--- config.mk ---
export PLATFORM = sky130hd
export DESIGN_NAME = ctrl_fsm
export DESIGN_NICKNAME = d
export VERILOG_FILES = /design/src/rtl/ctrl_fsm.sv
export SDC_FILE = /design/constraint.sdc
export NUM_CORES = 1
export LEC_CHECK = 0
export CAP_MARGIN = 25
export CORE_MARGIN = 8
export CORE_UTILIZATION = 40
export DETAILED_ROUTE_END_ITERATION = 8
export PLACE_DENSITY = 0.73
export SLEW_MARGIN = 20
export SYNTH_ARGS = -nofsm -noshare
export SYNTH_HDL_FRONTEND = slang
export SYNTH_SLANG_ARGS = --single-unit
--- constraint.sdc ---
create_clock -name clk -period 2.65 [get_ports clk]
set_input_delay 0.3975 -clock clk [delete_from_list [all_inputs] [get_ports clk]]
set_output_delay 0.3975 -clock clk [all_outputs]
set_load 0.02 [all_outputs]
--- src/rtl/ctrl_fsm.sv ---
// Multi-cycle control unit: sequences FETCH/DECODE/EXEC/MEM/WB/HALT for the 16-bit CPU.
// Latency: 4 cycles R/addi/subi/st, 5 ld, 3 beq, 2 illegal/halt, plus one per memory wait cycle.
// Backpressure: FETCH and MEM hold with stable request/address-select until mem_ready.
//
// Ports:
//   clk, rst            - clock, synchronous active-high reset
//   instr               - IR contents from the datapath (only sampled in DECODE)
//   mem_ready           - memory completes the current access this cycle
//   zero                - ALU zero flag, meaningful in EXEC
//   opcode, func        - fields latched in DECODE, feed the ALU control decoder
//   mem_re/mem_we/iord  - memory request strobes and address select (0 = PC, 1 = ALU)
//   ir_we/pc_we/pc_src  - IR/PC load strobes, PC source (1 = branch target)
//   alu_src_imm         - ALU B operand select (1 = sign-extended imm7)
//   reg_we/mem_to_reg   - register write strobe and write-back source
//   illegal             - one-cycle pulse in DECODE on an undefined encoding
//   halted              - high while in HALT
//   retired             - free-running retired-instruction counter (wraps)
module ctrl_fsm (
    input  logic        clk,
    input  logic        rst,
    input  logic [15:0] instr,
    input  logic        mem_ready,
    input  logic        zero,
    output logic [2:0]  opcode,
    output logic [3:0]  func,
    output logic        mem_re,
    output logic        mem_we,
    output logic        iord,
    output logic        ir_we,
    output logic        pc_we,
    output logic        pc_src,
    output logic        alu_src_imm,
    output logic        reg_we,
    output logic        mem_to_reg,
    output logic        illegal,
    output logic        halted,
    output logic [15:0] retired
);

    typedef enum logic [2:0] {
        S_FETCH  = 3'd0,
        S_DECODE = 3'd1,
        S_EXEC   = 3'd2,
        S_MEM    = 3'd3,
        S_WB     = 3'd4,
        S_HALT   = 3'd5
    } state_t;

    localparam logic [2:0] OP_RTYPE = 3'b000;
    localparam logic [2:0] OP_ADDI  = 3'b001;
    localparam logic [2:0] OP_SUBI  = 3'b010;
    localparam logic [2:0] OP_ST    = 3'b011;
    localparam logic [2:0] OP_LD    = 3'b100;
    localparam logic [2:0] OP_BAD   = 3'b101;
    localparam logic [2:0] OP_BEQ   = 3'b110;
    localparam logic [2:0] OP_HALT  = 3'b111;

    state_t state, state_nxt;

    // Raw (pre-reset-gating) strobes from the next-state decoder.
    logic mem_re_c, mem_we_c, iord_c, ir_we_c, pc_we_c, pc_src_c;
    logic alu_src_imm_c, reg_we_c, mem_to_reg_c, illegal_c;
    logic retire;

    // DECODE classifies straight from instr: the latched fields only update at the DECODE edge.
    logic [2:0] dec_op;
    logic [3:0] dec_func;
    logic       dec_rtype_ok;
    logic       dec_illegal;
    logic       unused_instr;

    assign dec_op       = instr[15:13];
    assign dec_func     = instr[3:0];
    // Legal R-type funcs are 0..7 except 0010.
    assign dec_rtype_ok = (dec_func[3] == 1'b0) && (dec_func != 4'b0010);
    assign dec_illegal  = (dec_op == OP_BAD) || ((dec_op == OP_RTYPE) && !dec_rtype_ok);
    assign unused_instr = ^instr[12:4];

    always_comb begin
        state_nxt     = state;
        mem_re_c      = 1'b0;
        mem_we_c      = 1'b0;
        iord_c        = 1'b0;
        ir_we_c       = 1'b0;
        pc_we_c       = 1'b0;
        pc_src_c      = 1'b0;
        alu_src_imm_c = 1'b0;
        reg_we_c      = 1'b0;
        mem_to_reg_c  = 1'b0;
        illegal_c     = 1'b0;
        retire        = 1'b0;
        case (state)
            S_FETCH: begin
                mem_re_c = 1'b1;
                if (mem_ready) begin
                    ir_we_c   = 1'b1;
                    pc_we_c   = 1'b1;
                    state_nxt = S_DECODE;
                end
            end
            S_DECODE: begin
                if (dec_illegal) begin
                    // Undefined encodings retire as a nop.
                    illegal_c = 1'b1;
                    retire    = 1'b1;
                    state_nxt = S_FETCH;
                end else if (dec_op == OP_HALT) begin
                    retire    = 1'b1;
                    state_nxt = S_HALT;
                end else begin
                    state_nxt = S_EXEC;
                end
            end
            S_EXEC: begin
                alu_src_imm_c = (opcode == OP_ADDI) || (opcode == OP_SUBI) ||
                                (opcode == OP_ST)   || (opcode == OP_LD);
                if (opcode == OP_BEQ) begin
                    pc_we_c   = zero;
                    pc_src_c  = zero;
                    retire    = 1'b1;
                    state_nxt = S_FETCH;
                end else if ((opcode == OP_LD) || (opcode == OP_ST)) begin
                    state_nxt = S_MEM;
                end else begin
                    state_nxt = S_WB;
                end
            end
            S_MEM: begin
                iord_c   = 1'b1;
                mem_re_c = (opcode == OP_LD);
                mem_we_c = (opcode == OP_ST);
                if (mem_ready) begin
                    if (opcode == OP_ST) begin
                        retire    = 1'b1;
                        state_nxt = S_FETCH;
                    end else begin
                        state_nxt = S_WB;
                    end
                end
            end
            S_WB: begin
                reg_we_c     = 1'b1;
                mem_to_reg_c = (opcode == OP_LD);
                retire       = 1'b1;
                state_nxt    = S_FETCH;
            end
            S_HALT: begin
                state_nxt = S_HALT;
            end
            default: begin
                state_nxt = S_FETCH;
            end
        endcase
    end

    // Reset kills every strobe in the same cycle so an aborted access never completes.
    assign mem_re      = mem_re_c      & ~rst;
    assign mem_we      = mem_we_c      & ~rst;
    assign iord        = iord_c        & ~rst;
    assign ir_we       = ir_we_c       & ~rst;
    assign pc_we       = pc_we_c       & ~rst;
    assign pc_src      = pc_src_c      & ~rst;
    assign alu_src_imm = alu_src_imm_c & ~rst;
    assign reg_we      = reg_we_c      & ~rst;
    assign mem_to_reg  = mem_to_reg_c  & ~rst;
    assign illegal     = illegal_c     & ~rst;
    assign halted      = (state == S_HALT);

    always_ff @(posedge clk) begin
        if (rst) begin
            state   <= S_FETCH;
            opcode  <= 3'b000;
            func    <= 4'b0000;
            retired <= 16'h0000;
        end else begin
            state <= state_nxt;
            if (state == S_DECODE) begin
                opcode <= dec_op;
                func   <= dec_func;
            end
            if (retire) begin
                retired <= retired + 16'd1;
            end
        end
    end

endmodule

**Yosys cells after proc, flatten, opt, wreduce, memory -nomap -nowiden**

Index checks and enable logic that the tools add are counted.
W data, S select, Z words.

- Add/sub/neg operators: 1
- Equality and inequality tests: 15
- Mux-type cells: 27
- Bitwise logic cells: 12
- Reductions and logical operators: 11

Operators by type and width:

| operator | count |
|---|---|
| $mux W3 | 7 |
| $eq A3 B3 Y1 const B | 6 |
| $add A16 B1 Y16 const B | 1 |
| $mux W1 | 16 |
| $pmux W3 S5 | 1 |
| $eq A3 B2 Y1 const B | 4 |
| $and A1 B1 Y1 | 10 |
| $eq A3 B1 Y1 const B | 2 |
| $logic_not A3 Y1 | 2 |
| $logic_or A1 B1 Y1 | 5 |
| $ne A2 B2 Y1 const B | 2 |
| $ne A4 B2 Y1 const B | 1 |
| $pmux W1 S2 | 2 |
| $pmux W1 S4 | 1 |
| $logic_and A1 B1 Y1 | 2 |
| $not A1 Y1 | 2 |
| $reduce_and A2 Y1 | 1 |
| $logic_not A1 Y1 | 1 |

- Flip-flop bits (word level): 26
- Bits of input ports: 20
- Logic and storage cells: 70

**Longest topological paths before layout**

Gate-level depths: netlist of the first run.

- Depth after elaboration: 8
- Gate-level depth with buffers: 8
- Depth with buffers taken out: 5

**Least setup slack after synthesis of the first run**

Ideal clock, no wire load.

- Path type: reg2out
- From: register opcode[2]
- To: output port pc_we
- Data arrival time: 2.106 ns
- Path slack: 0.147 ns
- Stages on the path, launching flop included: 5
- Path buffers: 1
- Cell sequence: dfxtp_1 clkbuf_1 and3b_1 nand3_1 a2111oi_0

- Word-level cells in the longest chain between the ends: 4

Ends and longest elaborated chain:

| element | RTL line | source |
|---|---|---|
| start: declaration | 24 | `output logic [2:0] opcode,` |
| start signal: assignment | 178 | `opcode <= dec_op;` |
| $eq A3 B3 Y1 | 117 | `if (opcode == OP_BEQ) begin` |
| $mux W1 | 117 |  |
| $pmux W1 S2 | 92 | `case (state)` |
| $and A1 B1 Y1 | 161 | `assign pc_we = pc_we_c & ~rst;` |
| end: declaration | 30 | `output logic pc_we,` |

Every way passes these cells.

**Worst setup path in the final report of the first run**

- From: input port instr[15]
- To: output port illegal

- Word-level cells in the longest chain between the ends: 6

Ends and longest elaborated chain:

| element | RTL line | source |
|---|---|---|
| start: declaration | 21 | `input logic [15:0] instr,` |
| $logic_not A3 Y1 | 76 | `assign dec_illegal = (dec_op == OP_BAD) \|\| ((dec_op == OP_RTYPE) && !dec_rtype_ok);` |
| $logic_and A1 B1 Y1 | 76 |  |
| $logic_or A1 B1 Y1 (*) | 76 |  |
| $mux W1 (*) | 102 | `if (dec_illegal) begin` |
| $mux W1 (*) | 92 |  |
| $and A1 B1 Y1 (*) | 166 | `assign illegal = illegal_c & ~rst;` |
| end: declaration | 35 | `output logic illegal,` |

Mark *: on every way between the ends. The rest lies on a longest branch, timed or not.

==> implementation parameters, run 1 <==
Parameter                              Value

Worst setup path
  Critical path endpoint category ... output pin
  Req. time, crit path ... 2.25 ns
  Startpoint class of the critical path ... input port
  Worst-path maximum fanout ... 4
  Slowest stage cell, crit path ... clkdlybuf4s50_1
  Worst-path cell chain ... clkdlybuf4s50_1 > nor3_1 > o221ai_2 > nor3_1 > clkdlybuf4s50_1
  Max stage delay on crit path ... 0.64 ns
  Worst endpoint data arrival time ... 2.17 ns
  Cell family with most CP delay ... buffers and inverters
  Startpoint-to-endpoint class of the critical path ... input port to output pin
  Crit path buf inv count ... 2

STA
  Headroom to the max-slew limit ... 71.9%
  Setup violations, final ... 0
  Final hold viol count ... 0
  Worst Max-Slew Pin Slew ... 0.421 ns
  Final setup margin ... 0.0840 ns
  Fmax achieved ... 390 MHz
  Final worst-path cycle share ... 96.8%
  Final-report max-slew violation count ... 0
  Fin Clk Skew ... 0.00559 ns
  Setup TNS ... 0 ns
  Setup repair after global routing missed its margin ... false
  Clock period minus final worst setup slack ... 2.57 ns

Clock network
  Total clock buffers created by CTS ... 3
  Worst-case clock buffer depth ... 2
  Post-CTS Setup Repair Bufs ... 0
  Number of H-tree branching levels ... 1
  Clock insertion delay at the later pin of the skew report ... 0.32 ns
  Clock tree from TritonCTS ... done
  Clock-pin slew of the registers on the worst-case setup and hold paths ... 0.14 ns
  Clk sink count ... 26
  # hold bufs at CTS ... 0
  Clock Root Buffer ... clkbuf_4

Min path
  Type of the tightest min-delay check ... register to register

Global routing
  Pin count of the biggest net entering global routing ... 25
  Via count of the first global-routing pass ... 1,325
  Overall Global Routing Usage ... 12.1%
  Number of antenna violations at the first check in global routing ... 0
  Congestion Overflow GR ... 0
  Global-route wire length before repair ... 6.18 mm

Floorplanning
  Core ar. ... 0.00358 mm²
  Die width ... 76.2 µm
  Die Span Y ... 76.2 µm
  Io pins ... 54
  Area of the die ... 0.00580 mm²
  Cell row count ... 22
  Initial core utilization ... 40.5%

Power
  Clk network pwr share ... 24.2%
  Maximum ir drop on the vdd rail ... 330 µV
  Comb pwr share ... 23.7%
  Switching Power ... 0.000233 W
  Pwr per Cell Area ... 412 mW/mm²
  Leakage ... 0.686 nW
  Cell internal pwr ... 0.000586 W
  Sw frac ... 28.4%
  Sequential fraction of design power ... 52.1%

Detailed routing
  Vias after detailed routing ... 1,345
  Aggregate routed wire length ... 3.57 mm
  Antenna Violating Nets Remaining ... 0
  Post-route DRC violation count ... 0
  Drt pass-1 iters ... 4
  Post-detailed-route via-to-cell ratio ... 5.06
  Violation count after the first detailed-routing iteration ... 86
  Average routed wire per standard cell ... 13.4 µm

Flow run
  Max Cap Violations ... 0

Yosys
  EDFF count, synth ... 0
  Net count after synthesis ... 194
  Number of library cell types mapped by synthesis ... 43
  Number of warnings printed during yosys synthesis ... 0
  Dominant cells by area after synthesis ... dfxtp_1 36%, nor2_1 7.3%, xnor2_1 6.7%, mux2i_1 5.5%, a21oi_1 3.8%
  Post-synthesis area per instance ... 8.37 µm²
  Synth area leader ... dfxtp_1
  Share of Yosys cell area claimed by the top area cell type ... 36.0%
  Proportion of synthesized chip area in sequential cells ... 36.0%
  Cell count after synthesis ... 173
  Area of the mapped netlist ... 0.00145 mm²
  Async set-or-reset flop fraction in the synthesized netlist ... 0%
  Top flip-flop cell by instance count after synthesis ... dfxtp_1
  Count of state elements after synthesis ... 26

Placement
  Pre-CTS setup slack ... 0.0598 ns
  Port bufs ... 44
  Final weighted congestion of routability-driven global placement ... 0.832
  DPL Wire Length ... 2.70 mm

Cells and area
  Layout-stage area growth over the synthesis result ... 37.3%
  Core Util, Final ... 55.5%
  Count of antenna diodes in the layout ... 0
  Share of post-route cells with drive strength above 1 ... 8.72%
  Final net count ... 240

Outcome
  Outcome ... finished, final reports clean
[per-stage QoR]
| step | hold WS [ns] | power, W | area, µm² | std cells |
|---|---|---|---|---|
| 6_report | 0.501 | 0.000818 | 1990 | 266 |
| 5_1_grt | 0.536 | 0.000867 | 1990 | 266 |
| 4_1_cts | 0.500 | 0.000829 | 1980 | 266 |
| 3_5_place_dp | 0.478 | 0.000630 | 1950 | 262 |
| 3_3_place_gp | 0.476 | 0.000627 | 1950 | 262 |
| 2_1_floorplan | 0.513 | 0.000555 | 1450 | 173 |
[path summary, 6_finish.rpt]
| check | start | to | slack (ns) | cells after the start |
|---|---|---|---|---|
| hold / removal | retired[15] | retired[15] | 0.50 | 2 |
| hold reg to reg | retired[15] | retired[15] | 0.50 | 2 |
| setup reg to reg | state[2] | retired[14] | 0.70 | 7 |
| setup / recovery | instr[15] | illegal | 0.08 | 5 |
[cell type report]
cell class                      instances  area, µm²
Clock buffer                            4       36.3
Tap cell                               48       60.1
Multi-Input combinational cell        130        840
Fill cell                             355       1590
Sequential cell                        26        522
Inverter                                5       18.8
Timing Repair Buffer                   53        510
[layout by cell type, fill, tap and decap left out, drive strengths merged, types with 4 or more instances in the layout]
| master | instances |
|---|---|
| nand2 | 7 |
| dfxtp | 26 |
| a21oi | 11 |
| buf | 9 |
| clkbuf | 4 |
| nand4 | 5 |
| mux2i | 8 |
| xnor2 | 11 |
| inv | 5 |
| clkdlybuf4s50 | 43 |
| nor2 | 28 |
| nand3 | 9 |
| nor3 | 5 |
| nor3b | 4 |
| a211oi | 4 |
[timing repair]
| action | in CTS | in global routing |
|---|---|---|
| setup endpoints to repair | 0 | 2 |
| gates resized for setup | 0 | 2 |
| endpoints found under the hold margin | 0 | 0 |
[routing by layer]
layer  part of all wire (%)  track usage (%)  routed length, µm  up-vias
met5                      0                0                  0        -
met4                   0.76             4.04                 27        0
met3                    3.5             2.48                124        2
met2                     44             18.8               1580       29
met1                     51             16.1               1840      606
li1                       -                -                  -      708
[cell usage after synthesis (all sizes together), types with 2 or more instances]
| cell | n |
|---|---|
| xor2 | 2 |
| dfxtp | 26 |
| o22ai | 3 |
| nand2b | 3 |
| nor3b | 4 |
| o21ai | 3 |
| a21oi | 11 |
| inv | 5 |
| and3b | 2 |
| a2111oi | 3 |
| a211oi | 4 |
| nor3 | 5 |
| mux2i | 8 |
| nand3 | 9 |
| and4 | 2 |
| nand3b | 2 |
| clkbuf | 7 |
| nand4 | 5 |
| nor2 | 28 |
| nand2 | 7 |
| xnor2 | 11 |
| buf | 5 |
| and3 | 3 |
| and2 | 2 |
[worst register-to-register path, stage by stage (launching register included)]
cell and delay (ns):
dfxtp_1 0.34, buf_4 0.17, nor3b_2 0.24, o221ai_2 0.14
buf_4 0.20, and2_4 0.17, or4_1 0.50, a21oi_1 0.15
[kinds of logic after synthesis]
family	synth area share, %
AND/OR/NAND/NOR	28.8
AO/OA/AOI/OAI	15.0
flip-flops	36.0
buffers and inverters	6.05
XOR/XNOR	7.87
multiplexers	5.53
adder cells (fa/ha/maj)	0.864
[power by group through the flow]
stage	sequential [W]	combinational, W	clock, W
2_1_floorplan	0.000441	0.000114	0
4_1_cts	0.000426	0.000196	0.000208
3_3_place_gp	0.000434	0.000193	0
3_5_place_dp	0.000435	0.000195	0
5_1_grt	0.000430	0.000209	0.000228
6_report	0.000427	0.000194	0.000198
[state kept, by name (all words and copies together), names as in the netlist]
| register | cells |
|---|---|
| func | 4 |
| opcode | 3 |
| retired | 16 |
| state | 3 |
(Power assumes the default switching activity.)
==> run 2: changes to the inputs <==
--- a/config.mk
+++ b/config.mk
@@ -6,10 +6,12 @@
 export NUM_CORES = 1
 export LEC_CHECK = 0
 export CAP_MARGIN = 25
+export CORE_ASPECT_RATIO = 0.7
 export CORE_MARGIN = 8
 export CORE_UTILIZATION = 40
 export DETAILED_ROUTE_END_ITERATION = 8
 export PLACE_DENSITY = 0.73
+export REMOVE_ABC_BUFFERS = 1
 export SLEW_MARGIN = 20
 export SYNTH_ARGS = -nofsm -noshare
 export SYNTH_HDL_FRONTEND = slang
==> run 2 against run 1 <==
Net effect:
- via count grew 4.5%
- hold slack lost 0.016 ns
- register-to-register slack lost 0.16 ns
- sequential share of layout area shrank 0.60 points
- power grew 16%
- first-iteration DRC count grew 20%
- combinational power grew 3%
- final area grew 2.1%
- largest cell class unchanged
==> implementation parameters, run 2 (synthesis results as in run 1) <==
Parameter                              Value

Cells and area
  Core Util, Final ... 58.1% (+2.6 points)
  Most common library cell in the layout ignoring fill and taps ... clkdlybuf4s50_1
  Final net count ... 240 (unchanged)
  Largest registers ... retired (16), func (4)
  Layout-stage area growth over the synthesis result ... 40.1%
  Post-route standard cell area excluding fillers ... 0.00203 mm² (+2.1%)
  Register with the most flip-flops ... retired
  Count of antenna diodes in the layout ... 0 (unchanged)
  Commonest non-fill, non-tap cells in the layout ... 43 x clkdlybuf4s50_1, 28 x nor2_1, 26 x dfxtp_1
  Largest register FFs ... 16 (unchanged)
  Total of fill cells in the finished design ... 340 (-4.2%)
  Share of post-route cells with drive strength above 1 ... 8.72% (unchanged)

STA
  Setup TNS ... 0 ns (unchanged)
  Clock period minus final worst setup slack ... 2.53 ns (-0.0348 ns)
  Setup violations, final ... 0 (unchanged)
  Fmax achieved ... 395 MHz (+1.4%)
  Final setup margin ... 0.119 ns (+0.0348 ns)
  Worst Max-Slew Pin Slew ... 0.439 ns (+0.0184 ns)
  Fin Clk Skew ... 0.00488 ns (-0.000711 ns)
  Headroom to the max-slew limit ... 70.6% (-1.2 points)
  Final hold viol count ... 0 (unchanged)
  Final-report max-slew violation count ... 0 (unchanged)
  Setup repair after global routing missed its margin ... false
  Final worst-path cycle share ... 95.5% (-1.3 points)

Clock network
  Number of H-tree branching levels ... 1 (unchanged)
  Clk sink count ... 26 (unchanged)
  Total clock buffers created by CTS ... 3 (unchanged)
  Clock tree from TritonCTS ... done
  Clock-pin slew of the registers on the worst-case setup and hold paths ... 0.09 ns (-0.05 ns)
  Clock insertion delay at the later pin of the skew report ... 0.27 ns (-0.05 ns)
  Clock Root Buffer ... clkbuf_8
  # hold bufs at CTS ... 0 (unchanged)
  Post-CTS Setup Repair Bufs ... 0 (unchanged)
  Worst-case clock buffer depth ... 2 (unchanged)

Power
  Cell internal pwr ... 0.000704 W (+20%)
  Comb pwr share ... 21.1% (-2.6 points)
  Clk network pwr share ... 33.9% (+9.7 points)
  Maximum ir drop on the vdd rail ... 293 µV (-11%)
  Switching Power ... 0.000242 W (+3.9%)
  Total power draw ... 0.000946 W (+16%)
  Sw frac ... 25.5% (-2.9 points)
  Pwr per Cell Area ... 466 mW/mm² (+13%)
  Sequential fraction of design power ... 44.9% (-7.2 points)
  Leakage ... 0.702 nW (+2.4%)

Placement
  Pre-CTS setup slack ... 0.0822 ns (+0.0224 ns)
  Final weighted congestion of routability-driven global placement ... 0.857 (+2.9%)
  Port bufs ... 44 (unchanged)
  DPL Wire Length ... 2.83 mm (+4.5%)
  Placement-stage cell area ... 0.00195 mm² (+0.13%)

Worst setup path
  Worst path depth ... 5 (unchanged)
  Start point of the critical path ... instr[15]
  Worst-path cell chain ... clkdlybuf4s50_1 > nor3_1 > o221ai_2 > nor3_1 > clkdlybuf4s50_1
  Slowest stage cell, crit path ... clkdlybuf4s50_1
  Startpoint class of the critical path ... input port
  Launch instance of the worst register-to-register path ... state[0]
  Startpoint-to-endpoint class of the critical path ... input port to output pin
  Minimum setup slack among reg-to-reg paths ... 0.54 ns (-0.16 ns)
  Critical path endpoint category ... output pin
  Crit path buf inv count ... 2 (unchanged)
  Req. time, crit path ... 2.25 ns (about the same)
  Max stage delay on crit path ... 0.63 ns (about the same)
  Number of cells on the worst reg-to-reg path ... 6 (-1)
  CP Capture Point ... illegal
  Critical R2R Capture ... retired[14]
  Worst-path maximum fanout ... 4 (unchanged)
  Worst endpoint data arrival time ... 2.13 ns (-0.04 ns)
  Cell family with most CP delay ... buffers and inverters

Floorplanning
  Io pins ... 54 (unchanged)
  Die Span Y ... 66.3 µm (-13%)
  Core ar. ... 0.00349 mm² (-2.4%)
  Cell row count ... 18 (-18%)
  Area of the die ... 0.00583 mm² (+0.52%)
  Die width ... 87.9 µm (+15%)
  Initial core utilization ... 41.5% (+1.0 points)

Global routing
  Congestion Overflow GR ... 0 (unchanged)
  Global-route wire length before repair ... 6.12 mm (-1.0%)
  Via count of the first global-routing pass ... 1,253 (-5.4%)
  Overall Global Routing Usage ... 13.0% (+0.93 points)
  Pin count of the biggest net entering global routing ... 25 (unchanged)
  Number of antenna violations at the first check in global routing ... 0 (unchanged)

Detailed routing
  Post-detailed-route via-to-cell ratio ... 5.25 (+3.8%)
  Drt pass-1 iters ... 4 (unchanged)
  Antenna Violating Nets Remaining ... 0 (unchanged)
  Vias after detailed routing ... 1,406 (+4.5%)
  Aggregate routed wire length ... 3.73 mm (+4.7%)
  Average routed wire per standard cell ... 13.9 µm (+3.9%)
  Post-route DRC violation count ... 0 (unchanged)
  Violation count after the first detailed-routing iteration ... 103 (+20%)

Flow run
  Max Cap Violations ... 0 (unchanged)

Min path
  Min-delay src ... retired[15]
  Type of the tightest min-delay check ... register to register

Outcome
  Outcome ... finished, final reports clean
## run 2: cell types whose count changed in the layout (fill, tap and decap cells not counted), sizes merged
cell / change
clkbuf: -1
bufinv: +1
## run 2: power by group through the flow
| stage | combinational, W | sequential [W] | clock (W) |
|---|---|---|---|
| 3_3_place_gp | 0.000198 | 0.000433 | 0 |
| 5_1_grt | 0.000217 | 0.000427 | 0.000348 |
| 3_5_place_dp | 0.000199 | 0.000434 | 0 |
| 6_report | 0.000200 | 0.000425 | 0.000321 |
| 2_1_floorplan | 0.0000874 | 0.000450 | 0 |
| 4_1_cts | 0.000200 | 0.000424 | 0.000332 |
## run 2: per-layer routing
metal  global-route usage (%)  wire length (µm)  vias to the layer above
met2                     18.1              1490                       40
met1                     19.0              1960                      653
met4                     3.84                27                        0
met3                     3.10               249                        2
li1                         -                 -                      711
met5                        0                 0                        -
## run 2: worst min path at each step
stage                  endpoint  depth (start not counted)
floorplan           retired[14]                          1
global placement    retired[15]                          2
detailed placement  retired[15]                          2
CTS                 retired[15]                          2
global route        retired[15]                          2
finish              retired[15]                          2
## run 2: worst reg2reg max path, cell delays in order (launching register included)
cell and delay (ns):
dfxtp_1 0.58, nor3b_2 0.31, o221ai_2 0.14, buf_4 0.21, and2_4 0.18, or4_1 0.50, a21oi_1 0.14
## run 2: layout make-up
cell class / count / area (µm²) / share of cell area [%]
timing repair buffer: 53 / 510 / 25.2
tap: 50 / 62.6 / 3.08
inverter: 5 / 18.8 / 0.925
sequential: 26 / 520 / 25.7
clock buffer: 3 / 41.3 / 2.04
clock inverter: 1 / 30.0 / 1.48
multi-input combinational: 130 / 845 / 41.6
## run 2: repair_timing
action | CTS | global route
endpoints found under the hold margin | 0 | 0
resized for setup | 0 | 2
setup endpoints to repair | 0 | 2
## run 2: per-stage QoR
| step | hold WS, ns | instances |
|---|---|---|
| 6_report | 0.485 | 268 |
| 4_1_cts | 0.489 | 268 |
| 3_3_place_gp | 0.465 | 264 |
| 2_1_floorplan | 0.467 | 161 |
| 3_5_place_dp | 0.476 | 264 |
| 5_1_grt | 0.510 | 268 |
